$ cat src/rtl/bullet_pkg.sv
// Shared types and field constants for the bullet table and its hit controller.
package bullet_pkg;

    typedef enum logic [1:0] {
        COL_WHITE = 2'd0,
        COL_GREEN = 2'd1,
        COL_BLUE  = 2'd2,
        COL_INERT = 2'd3
    } color_e;

    // Field slices of the packed {x, y} position and {w, h} size words.
    localparam int X_HI = 15;
    localparam int X_LO = 8;
    localparam int Y_HI = 7;
    localparam int Y_LO = 0;

    typedef enum logic [2:0] {
        ST_IDLE,
        ST_WAIT,
        ST_SCAN,
        ST_DRAIN,
        ST_OVER
    } state_e;

endpackage

$ cat src/rtl/bullet_hit_ctrl_if.sv
// Bullet-table bus: slot select, slot readback, run and collide controls.
interface bullet_hit_ctrl_if;
    logic [2:0]  bullet_index;
    logic [15:0] bullet_position;
    logic [15:0] bullet_size;
    logic [1:0]  bullet_color;
    logic        bullet_render;
    logic        bullet_run;
    logic        bullet_collide;

    // The hit controller drives slot select and controls.
    modport master (
        output bullet_index, bullet_run, bullet_collide,
        input  bullet_position, bullet_size, bullet_color, bullet_render
    );

    // The bullet table answers with the selected slot's contents.
    modport slave (
        input  bullet_index, bullet_run, bullet_collide,
        output bullet_position, bullet_size, bullet_color, bullet_render
    );
endinterface

$ cat src/rtl/bullet_hit_ctrl_aabb_overlap.sv
// Strict axis-aligned rectangle overlap; touching edges do not count.
module aabb_overlap
    import bullet_pkg::*;
(
    input  logic [15:0] a_pos,
    input  logic [15:0] a_size,
    input  logic [15:0] b_pos,
    input  logic [15:0] b_size,
    output logic        overlap
);
    // 9-bit sums so a box near the 255 edge cannot wrap around to 0.
    logic [8:0] ax, ay, aw, ah, bx, by, bw, bh;

    assign ax = {1'b0, a_pos[X_HI:X_LO]};
    assign ay = {1'b0, a_pos[Y_HI:Y_LO]};
    assign aw = {1'b0, a_size[X_HI:X_LO]};
    assign ah = {1'b0, a_size[Y_HI:Y_LO]};
    assign bx = {1'b0, b_pos[X_HI:X_LO]};
    assign by = {1'b0, b_pos[Y_HI:Y_LO]};
    assign bw = {1'b0, b_size[X_HI:X_LO]};
    assign bh = {1'b0, b_size[Y_HI:Y_LO]};

    assign overlap = (bx < ax + aw) && (ax < bx + bw) &&
                     (by < ay + ah) && (ay < by + bh);
endmodule

$ cat src/rtl/bullet_hit_ctrl.sv
// Per-frame bullet scan: contact test, damage/heal, HP, iframes, game over.
module bullet_hit_ctrl
    import bullet_pkg::*;
#(
    parameter int N_SLOTS = 3,
    parameter int HP_INIT = 20,
    parameter int DMG     = 4,
    parameter int IFRAMES = 30
) (
    input  logic              clk,
    input  logic              reset,
    input  logic              frame_tick,
    input  logic              game_start,
    input  logic [15:0]       player_pos,
    input  logic [15:0]       player_size,
    input  logic              player_moving,
    bullet_hit_ctrl_if.master bus,
    output logic [7:0]        hp,
    output logic              hit,
    output logic              heal,
    output logic              game_over
);
    localparam logic [7:0] HP_MAX = 8'(HP_INIT);
    localparam logic [7:0] DMG_V  = 8'(DMG);
    localparam logic [7:0] IFR_V  = 8'(IFRAMES);
    localparam logic [2:0] LAST   = 3'(N_SLOTS - 1);

    state_e     state_q;
    logic [2:0] idx_q;
    logic       run_q, collide_q, hit_q, heal_q, over_q;
    logic [7:0] hp_q, ifr_q;

    logic       ovl, contact, do_dmg, do_heal;
    logic [8:0] hp_sum;
    logic [7:0] hp_dmg_d, hp_heal_d;

    aabb_overlap u_ovl (
        .a_pos   (player_pos),
        .a_size  (player_size),
        .b_pos   (bus.bullet_position),
        .b_size  (bus.bullet_size),
        .overlap (ovl)
    );

    // Effect of the currently indexed slot; iframe gates damage, never heals.
    always_comb begin
        contact   = bus.bullet_render && ovl;
        do_dmg    = contact && (ifr_q == 8'd0) &&
                    ((bus.bullet_color == COL_WHITE) ||
                     (bus.bullet_color == COL_BLUE && player_moving));
        do_heal   = contact && (bus.bullet_color == COL_GREEN);
        hp_sum    = {1'b0, hp_q} + {1'b0, DMG_V};
        hp_heal_d = (hp_sum >= {1'b0, HP_MAX}) ? HP_MAX : hp_sum[7:0];
        hp_dmg_d  = (hp_q > DMG_V) ? (hp_q - DMG_V) : 8'd0;
    end

    // Frame sequencer; effects of slot k land one cycle after it is selected.
    always_ff @(posedge clk) begin
        if (reset) begin
            state_q   <= ST_IDLE;
            idx_q     <= 3'd0;
            run_q     <= 1'b0;
            collide_q <= 1'b0;
            hit_q     <= 1'b0;
            heal_q    <= 1'b0;
            over_q    <= 1'b0;
            hp_q      <= HP_MAX;
            ifr_q     <= 8'd0;
        end else begin
            hit_q     <= 1'b0;
            heal_q    <= 1'b0;
            collide_q <= 1'b0;
            case (state_q)
                ST_IDLE, ST_OVER: begin
                    if (game_start) begin
                        state_q <= ST_WAIT;
                        hp_q    <= HP_MAX;
                        ifr_q   <= 8'd0;
                        run_q   <= 1'b1;
                        over_q  <= 1'b0;
                    end
                end
                ST_WAIT: begin
                    if (frame_tick) begin
                        state_q <= ST_SCAN;
                        idx_q   <= 3'd0;
                        if (ifr_q != 8'd0) ifr_q <= ifr_q - 8'd1;
                    end
                end
                ST_SCAN: begin
                    if (do_dmg) begin
                        hp_q      <= hp_dmg_d;
                        ifr_q     <= IFR_V;
                        hit_q     <= 1'b1;
                        collide_q <= 1'b1;
                    end else if (do_heal) begin
                        hp_q      <= hp_heal_d;
                        heal_q    <= 1'b1;
                        collide_q <= 1'b1;
                    end
                    if (idx_q == LAST) begin
                        state_q <= ST_DRAIN;
                        idx_q   <= 3'd0;
                    end else begin
                        idx_q   <= idx_q + 3'd1;
                    end
                end
                ST_DRAIN: begin
                    if (hp_q == 8'd0) begin
                        state_q <= ST_OVER;
                        run_q   <= 1'b0;
                        over_q  <= 1'b1;
                    end else begin
                        state_q <= ST_WAIT;
                    end
                end
                default: state_q <= ST_IDLE;
            endcase
        end
    end

    assign bus.bullet_index   = idx_q;
    assign bus.bullet_run     = run_q;
    assign bus.bullet_collide = collide_q;
    assign hp        = hp_q;
    assign hit       = hit_q;
    assign heal      = heal_q;
    assign game_over = over_q;
endmodule
$ cat src/flat_wrapper.sv
// flat-port wrapper written by rule: the top's interface ports become plain ports
module bullet_hit_ctrl_flat import bullet_pkg::*;
#(
    parameter int N_SLOTS = 3,
    parameter int HP_INIT = 20,
    parameter int DMG     = 4,
    parameter int IFRAMES = 30
)
  (clk, reset, frame_tick, game_start, player_pos, player_size, player_moving, hp, hit, heal, game_over, bus_bullet_index, bus_bullet_run, bus_bullet_collide, bus_bullet_position, bus_bullet_size, bus_bullet_color, bus_bullet_render);
  bullet_hit_ctrl_if bus_i ();
  input  logic clk;
  input  logic reset;
  input  logic frame_tick;
  input  logic game_start;
  input  logic [15:0] player_pos;
  input  logic [15:0] player_size;
  input  logic player_moving;
  output logic [7:0] hp;
  output logic hit;
  output logic heal;
  output logic game_over;
  output wire logic [$bits(bus_i.bullet_index)-1:0] bus_bullet_index;
  output wire logic [$bits(bus_i.bullet_run)-1:0] bus_bullet_run;
  output wire logic [$bits(bus_i.bullet_collide)-1:0] bus_bullet_collide;
  input wire logic [$bits(bus_i.bullet_position)-1:0] bus_bullet_position;
  input wire logic [$bits(bus_i.bullet_size)-1:0] bus_bullet_size;
  input wire logic [$bits(bus_i.bullet_color)-1:0] bus_bullet_color;
  input wire logic [$bits(bus_i.bullet_render)-1:0] bus_bullet_render;
  assign bus_bullet_index = bus_i.bullet_index;
  assign bus_bullet_run = bus_i.bullet_run;
  assign bus_bullet_collide = bus_i.bullet_collide;
  assign bus_i.bullet_position = bus_bullet_position;
  assign bus_i.bullet_size = bus_bullet_size;
  assign bus_i.bullet_color = bus_bullet_color;
  assign bus_i.bullet_render = bus_bullet_render;
  bullet_hit_ctrl #(.N_SLOTS(N_SLOTS), .HP_INIT(HP_INIT), .DMG(DMG), .IFRAMES(IFRAMES)) u_core (.clk(clk), .reset(reset), .frame_tick(frame_tick), .game_start(game_start), .player_pos(player_pos), .player_size(player_size), .player_moving(player_moving), .bus(bus_i), .hp(hp), .hit(hit), .heal(heal), .game_over(game_over));
endmodule
$ cat config.mk
export PLATFORM = sky130hd
export DESIGN_NAME = bullet_hit_ctrl_flat
export DESIGN_NICKNAME = d
export VERILOG_FILES = /design/src/rtl/bullet_pkg.sv /design/src/rtl/bullet_hit_ctrl_if.sv /design/src/rtl/bullet_hit_ctrl_aabb_overlap.sv /design/src/rtl/bullet_hit_ctrl.sv /design/src/flat_wrapper.sv
export SDC_FILE = /design/constraint.sdc
export NUM_CORES = 1
export LEC_CHECK = 0
export BUFFER_PORTS_ARGS = -buffer_cell sky130_fd_sc_hd__buf_2
export CAP_MARGIN = 20
export CELL_PAD_IN_SITES_DETAIL_PLACEMENT = 1
export CELL_PAD_IN_SITES_GLOBAL_PLACEMENT = 2
export CORE_AREA = 3 3 132 102
export DETAILED_ROUTE_END_ITERATION = 10
export DIE_AREA = 0 0 135 105
export PLACE_DENSITY = 0.84
export SLEW_MARGIN = 20
export SYNTH_ARGS = -nofsm -noshare
export SYNTH_HDL_FRONTEND = slang
export SYNTH_SLANG_ARGS = --single-unit
$ cat constraint.sdc
create_clock -name clk -period 4 [get_ports clk]
set_input_delay 0.8 -clock clk [delete_from_list [all_inputs] [get_ports clk]]
set_output_delay 0.8 -clock clk [all_outputs]
set_load 0.02 [all_outputs]
==> flow_metrics.tcl, run 1 <==
set metrics [dict create \
    status "complete, but fails checks" \
    failed_checks "negative setup slack" \
    place_congestion 0.862 \
    cts.sinks 25 \
    use_met2_pct 27.4 \
    hold_path_class "register to register" \
    synth_area_leaders "ha_1 (24%), dfxtp_1 (15%), a21oi_1 (6.5%)" \
    cts.hold.buffers_added 0 \
    syn2layout_area_growth_pct 41.9 \
    yosysTopAreaCellShare_pct 23.9 \
    io-pin-count 88 \
    nets 702 \
    yosysTopAreaCell "ha_1" \
    grt_pass1_vias 3816 \
    hold_depth 2 \
    first_iter_violations 118 \
    dp_hpwl_um 9440 \
    die_area_mm2 0.0142 \
    netlist-cell-type-count 69 \
    drive_gt1_share_pct 37.0 \
    path_max_fanout 3 \
    avgSynthCellArea_um2 8.14 \
    whs_endpoint "u_core.bus.bullet_run$_SDFFE_PP0P_" \
    finalCritPeriodShare_pct 101 \
    final_antenna_net_count 0 \
    gr-usage-all-layers_pct 15.5 \
    die_y_um 105 \
    gr-total-overflow 0 \
    vias 3664 \
    final_hold_viol_count 0 \
    finalInstanceArea_mm2 0.00482 \
    clock_skew_ns 0.00465 \
    synth_common_cells "ha_1 (65), a21oi_1 (44), inv_1 (28)" \
    use_met3_pct 1.92 \
    slew_headroom_pct 56.7 \
    slew_viol_final 0 \
    p_leak_nw 2.21 \
    timing.rr.start "u_core.ifr_q[0]$_SDFFE_PP0P_" \
    end_kind "register" \
    syn_inst 417 \
    r2r_cells 10 \
    yosysWarningCount 0 \
    powerDensity_mw_per_mm2 263 \
    vias_per_cell 5.05 \
    grt_antenna_before_repair 0 \
    h-tree-depth 1 \
    async_flop_share_pct 0 \
    syn-cell-area_mm2 0.00340 \
    post-synth-top-count-cell "ha_1" \
    numPortBuffers 85 \
    crit_arrival_ns 4.19 \
    start_kind "input port" \
    cts_tree "built" \
    gr-max-usage-layer "met2" \
    drv_cap 0 \
    ir_drop_mv 0.134 \
    drtPass1Iterations 4 \
    cts_buffers 3 \
    cts_root_buf "clkbuf_16" \
    setup_viol 7 \
    die_x_um 135 \
    placementRows 35 \
    place_ws_ns -0.437 \
    grt_start_max_net_pins 24 \
    layout_setup_ws_ns -0.0349 \
    core_area_mm2 0.0122 \
    drc_errors 0 \
    clock_path_buffers 2 \
    min_from "u_core.bus.bullet_run$_SDFFE_PP0P_" \
    tightest_slew_ns 0.646 \
    use_met1_pct 21.1 \
    place_area_mm2 0.00436 \
    r2r_end "u_core.hp[5]$_SDFFE_PP0P_" \
    finalCriticalPeriod_ns 4.03 \
    fmax_mhz 248 \
    regToRegSetupSlack_ns 1.15 \
    synth-edff-count 0 \
    rsz0062_at_grt "true" \
    synth_ff_type "dfxtp_1" \
    cp_data_required_time_ns 4.16 \
    seq_area_frac_synth_pct 14.7 \
    clk_latency_ns 0.26 \
    fill_cells 1478 \
    grt_pass1_wl_um 18500 \
    clk_pin_slew_ns 0.07 \
    wirelength_um 11700 \
    wl_per_cell_um 16.1 \
    n_antenna_cell 0 \
    ys_seq_elements 25 \
    critPathKind "input port to register" \
    initial_core_util_pct 27.8 \
]
==> power breakdown <==
| part | total [W] | switching [W] | internal (W) | leakage [nW] |
|---|---|---|---|---|
| combinational | 0.000755 | 0.000387 | 0.000369 | 1.96 |
| clock | 0.000232 | 0.0000972 | 0.000135 | 0.0409 |
| sequential | 0.000280 | 0.0000174 | 0.000263 | 0.203 |
==> metal layers <==
layer / vias to the layer above / share of wire, %
met1: 1764 / 48
met2: 55 / 49
li1: 1841 / -
met5: - / 0
met3: 4 / 2.8
met4: 0 / 0.31
==> sequential cells by signal, summed over array words and instances (netlist names) <==
signal / count
u_core.ifr_q: 8
u_core.hp: 6
u_core.bus.bullet_index: 3
u_core.game_over: 1
u_core.state_q: 3
u_core.hit: 1
u_core.bus.bullet_collide: 1
u_core.bus.bullet_run: 1
u_core.heal: 1
==> what timing repair did <==
action,in CTS,in global routing
buffers inserted,11,7
endpoints found under the setup margin,11,17
resized for setup,18,31
cloned,0,0
endpoints found under the hold margin,0,0
pin swaps,28,36
==> how the worst max path moves through the flow <==
stage                           start                         to  slack, ns  cells past startpoint
3_5_place_dp       bus_bullet_size[1]  u_core.hp[7]$_SDFFE_PP0P_      -0.44                     18
2_1_floorplan      bus_bullet_size[9]  u_core.hp[3]$_SDFFE_PP0P_      0.001                     17
3_3_place_gp       bus_bullet_size[0]  u_core.hp[7]$_SDFFE_PP0P_      -0.28                     17
6_report       bus_bullet_position[0]  u_core.hp[3]$_SDFFE_PP0P_      -0.03                     18
4_1_cts            bus_bullet_size[9]  u_core.hp[7]$_SDFFE_PP0P_      -0.15                     18
5_1_grt        bus_bullet_position[0]  u_core.hp[5]$_SDFFE_PP0P_      -0.22                     17
==> placed cells by master (no fill, tap or decap), types with 3 or more instances in the layout <==
cell type and count:
o22ai_1 4, inv_1 28, o21a_1 4, nand2_1 24
xnor2_1 15, nand3_1 8, buf_6 10, buf_2 79
ha_4 4, a31oi_1 7, a21o_1 13, nor2_1 22
a211o_1 3, o211ai_1 4, fa_2 3, a21oi_1 32
a21oi_2 13, buf_4 56, a211oi_2 5, o21ai_0 20
nand2b_1 11, o21ai_1 5, xor2_1 9, ha_1 61
o21bai_1 8, nor3_1 13, nand3_2 4, clkbuf_16 3
nor2b_1 7, and4_1 3, dfxtp_1 25
==> critical path, stage by stage <==
cell	delay [ns]
buf_6	0.10
ha_4	0.15
fa_2	0.36
a211oi_2	0.22
nor2_1	0.09
o21ai_1	0.15
nand2b_1	0.08
xnor2_1	0.13
ha_1	0.31
a21o_1	0.20
a221oi_2	0.24
o21ai_1	0.09
o211ai_1	0.14
or4b_4	0.55
buf_6	0.15
nor2_4	0.10
o22ai_1	0.10
a22o_1	0.22
==> cell families after synthesis <==
kind of cell,Yosys count,synth area share (%)
XOR/XNOR,24,6.19
other,1,0.110
AO/OA/AOI/OAI,142,28.3
buffers and inverters,37,4.35
AND/OR/NAND/NOR,119,20.0
adder cells (fa/ha/maj),69,26.3
flip-flops,25,14.7
==> layout make-up <==
type	instances	area, um2	area share, %
repair buffers	147	958	19.9
flip-flops and latches	25	500	10.4
inverters	28	105	2.18
well taps	166	208	4.31
clock buffers	3	75.1	1.56
multi-input cells	356	2970	61.6
clock inverters	1	5.00	0.104
==> stage by stage <==
| stage | power [W] | hold WS (ns) | util [%] | TNS, ns | std cells |
|---|---|---|---|---|---|
| finish | 0.00127 | 0.460 | 39.4 | -0.152 | 726 |
| CTS | 0.00122 | 0.460 | 37.7 | -1.01 | 719 |
| global route | 0.00137 | 0.479 | 39.4 | -2.60 | 726 |
| floorplan | 0.000711 | 0.456 | - | 0 | 418 |
| detailed placement | 0.000939 | 0.450 | 35.7 | -4.79 | 704 |
| global placement | 0.000909 | 0.448 | 35.7 | -2.99 | 704 |
Power figures use the tool's default switching activity.
==> run 2, diff against run 1 <==
- ABC_AREA: not set -> 1
- CORE_AREA: 3 3 132 102 -> 3 3 93 161
- DIE_AREA: 0 0 135 105 -> 0 0 96 164
==> flow_metrics.tcl, run 2 <==
set metrics [dict create \
    status "complete, no violations" \
    synth-edff-count 0 \
    wirelength_um 11400 \
    final_common_cell "nand2_1" \
    cts_root_buf "clkbuf_16" \
    gr-usage-all-layers_pct 14.8 \
    drc_errors 0 \
    layout_common_cells "nand2_1 (128), buf_2 (85), inv_1 (78)" \
    syn_inst 538 \
    critPathKind "input port to register" \
    slowest_delay_ns 0.42 \
    yosysTopAreaCellShare_pct 23.0 \
    place_congestion 0.793 \
    yosysWarningCount 0 \
    post-synth-top-count-cell "nand2_1" \
    p_leak_nw 2.35 \
    crit_arrival_ns 3.77 \
    ys_seq_elements 25 \
    cts_buffers 3 \
    cts_setup_buffers 0 \
    dp_hpwl_um 10200 \
    io-pin-count 88 \
    core_area_mm2 0.0139 \
    final_antenna_net_count 0 \
    tightest_slew_ns 0.714 \
    cp_slowest_cell "fa_1" \
    gr-total-overflow 0 \
    clock_path_buffers 2 \
    cts.sinks 25 \
    slew_viol_final 0 \
    grt_start_max_net_pins 16 \
    grt_pass1_wl_um 18700 \
    powerDensity_mw_per_mm2 370 \
    drive_gt1_share_pct 18.9 \
    vias 3785 \
    crit_cells 19 \
    cts_resized 0 \
    finalCriticalPeriod_ns 3.61 \
    h-tree-depth 1 \
    clk_pin_slew_ns 0.06 \
    finalCritPeriodShare_pct 90.1 \
    first_iter_violations 77 \
    rsz0062_at_grt "false" \
    syn2layout_area_growth_pct 20.4 \
    seq_area_frac_synth_pct 14.1 \
    placementRows 57 \
    largest_register "u_core.ifr_q" \
    vias_per_cell 4.72 \
    synth_ff_type "dfxtp_1" \
    hold_path_class "register to register" \
    crit_chain "buf_2 > ha_1 > fa_1 > nand3_1 > nand2_1 > a31oi_1 > xor2_1 > ha_1 > a21o_1 > nand4_1 > nand2_1 > nor2_1 > nand2_1 > nor2_2 > nand3_4 > nand2_4 > nand3_2 > a21oi_1 > nor2_1" \
    start_kind "input port" \
    setup_viol 0 \
    clk_latency_ns 0.27 \
    tns_ns 0 \
    cts.hold.buffers_added 0 \
    fmax_mhz 277 \
    numPortBuffers 85 \
    path_delay_family "simple AND/OR/NAND/NOR gates" \
    end_kind "register" \
    initial_core_util_pct 25.4 \
    wl_per_cell_um 14.3 \
    largest_reg_flops 8 \
    die_x_um 96 \
    slew_headroom_pct 51.9 \
    path_common_cell "nand2_1" \
    ir_drop_mv 0.212 \
    crit_buf_inv 1 \
    hold_depth 2 \
    die_area_mm2 0.0157 \
    synth_common_cells "nand2_1 (128), inv_1 (78), ha_1 (65)" \
    drtPass1Iterations 4 \
    async_flop_share_pct 0 \
    cts_tree "built" \
    fin_cells 802 \
    path_max_fanout 12 \
    final_hold_viol_count 0 \
    die_y_um 164 \
    cp_data_required_time_ns 4.16 \
    grt_antenna_before_repair 0 \
    yosysTopAreaCell "ha_1" \
    place_inst 798 \
    multi_input_area_mm2 0.00269 \
    nets 767 \
    grt_pass1_vias 4256 \
    fill_cells 1835 \
    syn-cell-area_mm2 0.00354 \
    netlist-cell-type-count 39 \
    r2r_cells 12 \
    synth_area_leaders "ha_1 (23%), dfxtp_1 (14%), nand2_1 (14%)" \
    avgSynthCellArea_um2 6.57 \
    n_antenna_cell 0 \
    drv_cap 0 \
    clock_skew_ns 0.00791 \
    regArea_um2 500 \
]
==> run 2: logic make-up after synthesis <==
kind of cell               Yosys count  synth area share (%)
and+or+nand+nor                    236                  29.5
buffers and inverters               90                  9.98
AOI/OAI and AO/OA                   86                  13.4
adders and majority gates           69                  25.3
xor gates and xnor gates            31                  7.68
DFF                                 25                  14.1
other                                1                 0.106
==> run 2: metal layers <==
metal	up-vias	share of wire [%]	wire length [um]	GRT usage, %
met5	-	0	0	0
met4	0	2.8	319	4.60
met3	16	3.3	376	1.51
met2	66	60	6840	32.2
met1	1768	34	3900	13.0
li1	1935	-	-	-
==> run 2: per-stage QoR <==
| stage | setup WS, ns | hold WS [ns] | instance area, um2 | utilization, % | power, W |
|---|---|---|---|---|---|
| 2_1_floorplan | 0.604 | 0.452 | 3540 | - | 0.00108 |
| 3_3_place_gp | 0.131 | 0.476 | 4170 | 30.0 | 0.00131 |
| 3_5_place_dp | 0.0250 | 0.487 | 4170 | 30.0 | 0.00136 |
| 4_1_cts | 0.293 | 0.496 | 4260 | 30.6 | 0.00160 |
| 5_1_grt | 0.0112 | 0.515 | 4260 | 30.6 | 0.00176 |
| 6_report | 0.394 | 0.495 | 4260 | 30.6 | 0.00157 |
==> run 2: path summary, 6_finish.rpt <==
| kind | startpoint | end | slack, ns |
|---|---|---|---|
| max | bus_bullet_size[0] | u_core.ifr_q[0]$_SDFFE_PP0P_ | 0.39 |
| min | u_core.ifr_q[1]$_SDFFE_PP0P_ | u_core.ifr_q[1]$_SDFFE_PP0P_ | 0.50 |
| max reg2reg | u_core.ifr_q[0]$_SDFFE_PP0P_ | u_core.ifr_q[0]$_SDFFE_PP0P_ | 1.74 |
| min reg2reg | u_core.ifr_q[1]$_SDFFE_PP0P_ | u_core.ifr_q[1]$_SDFFE_PP0P_ | 0.50 |
==> run 2: power breakdown <==
part           switching [W]  total, W  internal [W]
clock              0.0000982  0.000234      0.000136
combinational       0.000629  0.000998      0.000369
sequential         0.0000428  0.000342      0.000299
==> run 2: area by class of cell <==
cell class | instances | share of cell area, %
well taps | 177 | 5.20
inverters | 84 | 7.40
clock inverters | 1 | 0.176
repair buffers | 88 | 10.5
flip-flops and latches | 25 | 11.8
clock buffers | 3 | 1.76
multi-input cells | 424 | 63.2
==> run 2: tightest hold or removal path: stages (launching register included) <==
cell	delay, ns
dfxtp_1	0.33
nand2_1	0.07
a21oi_1	0.05
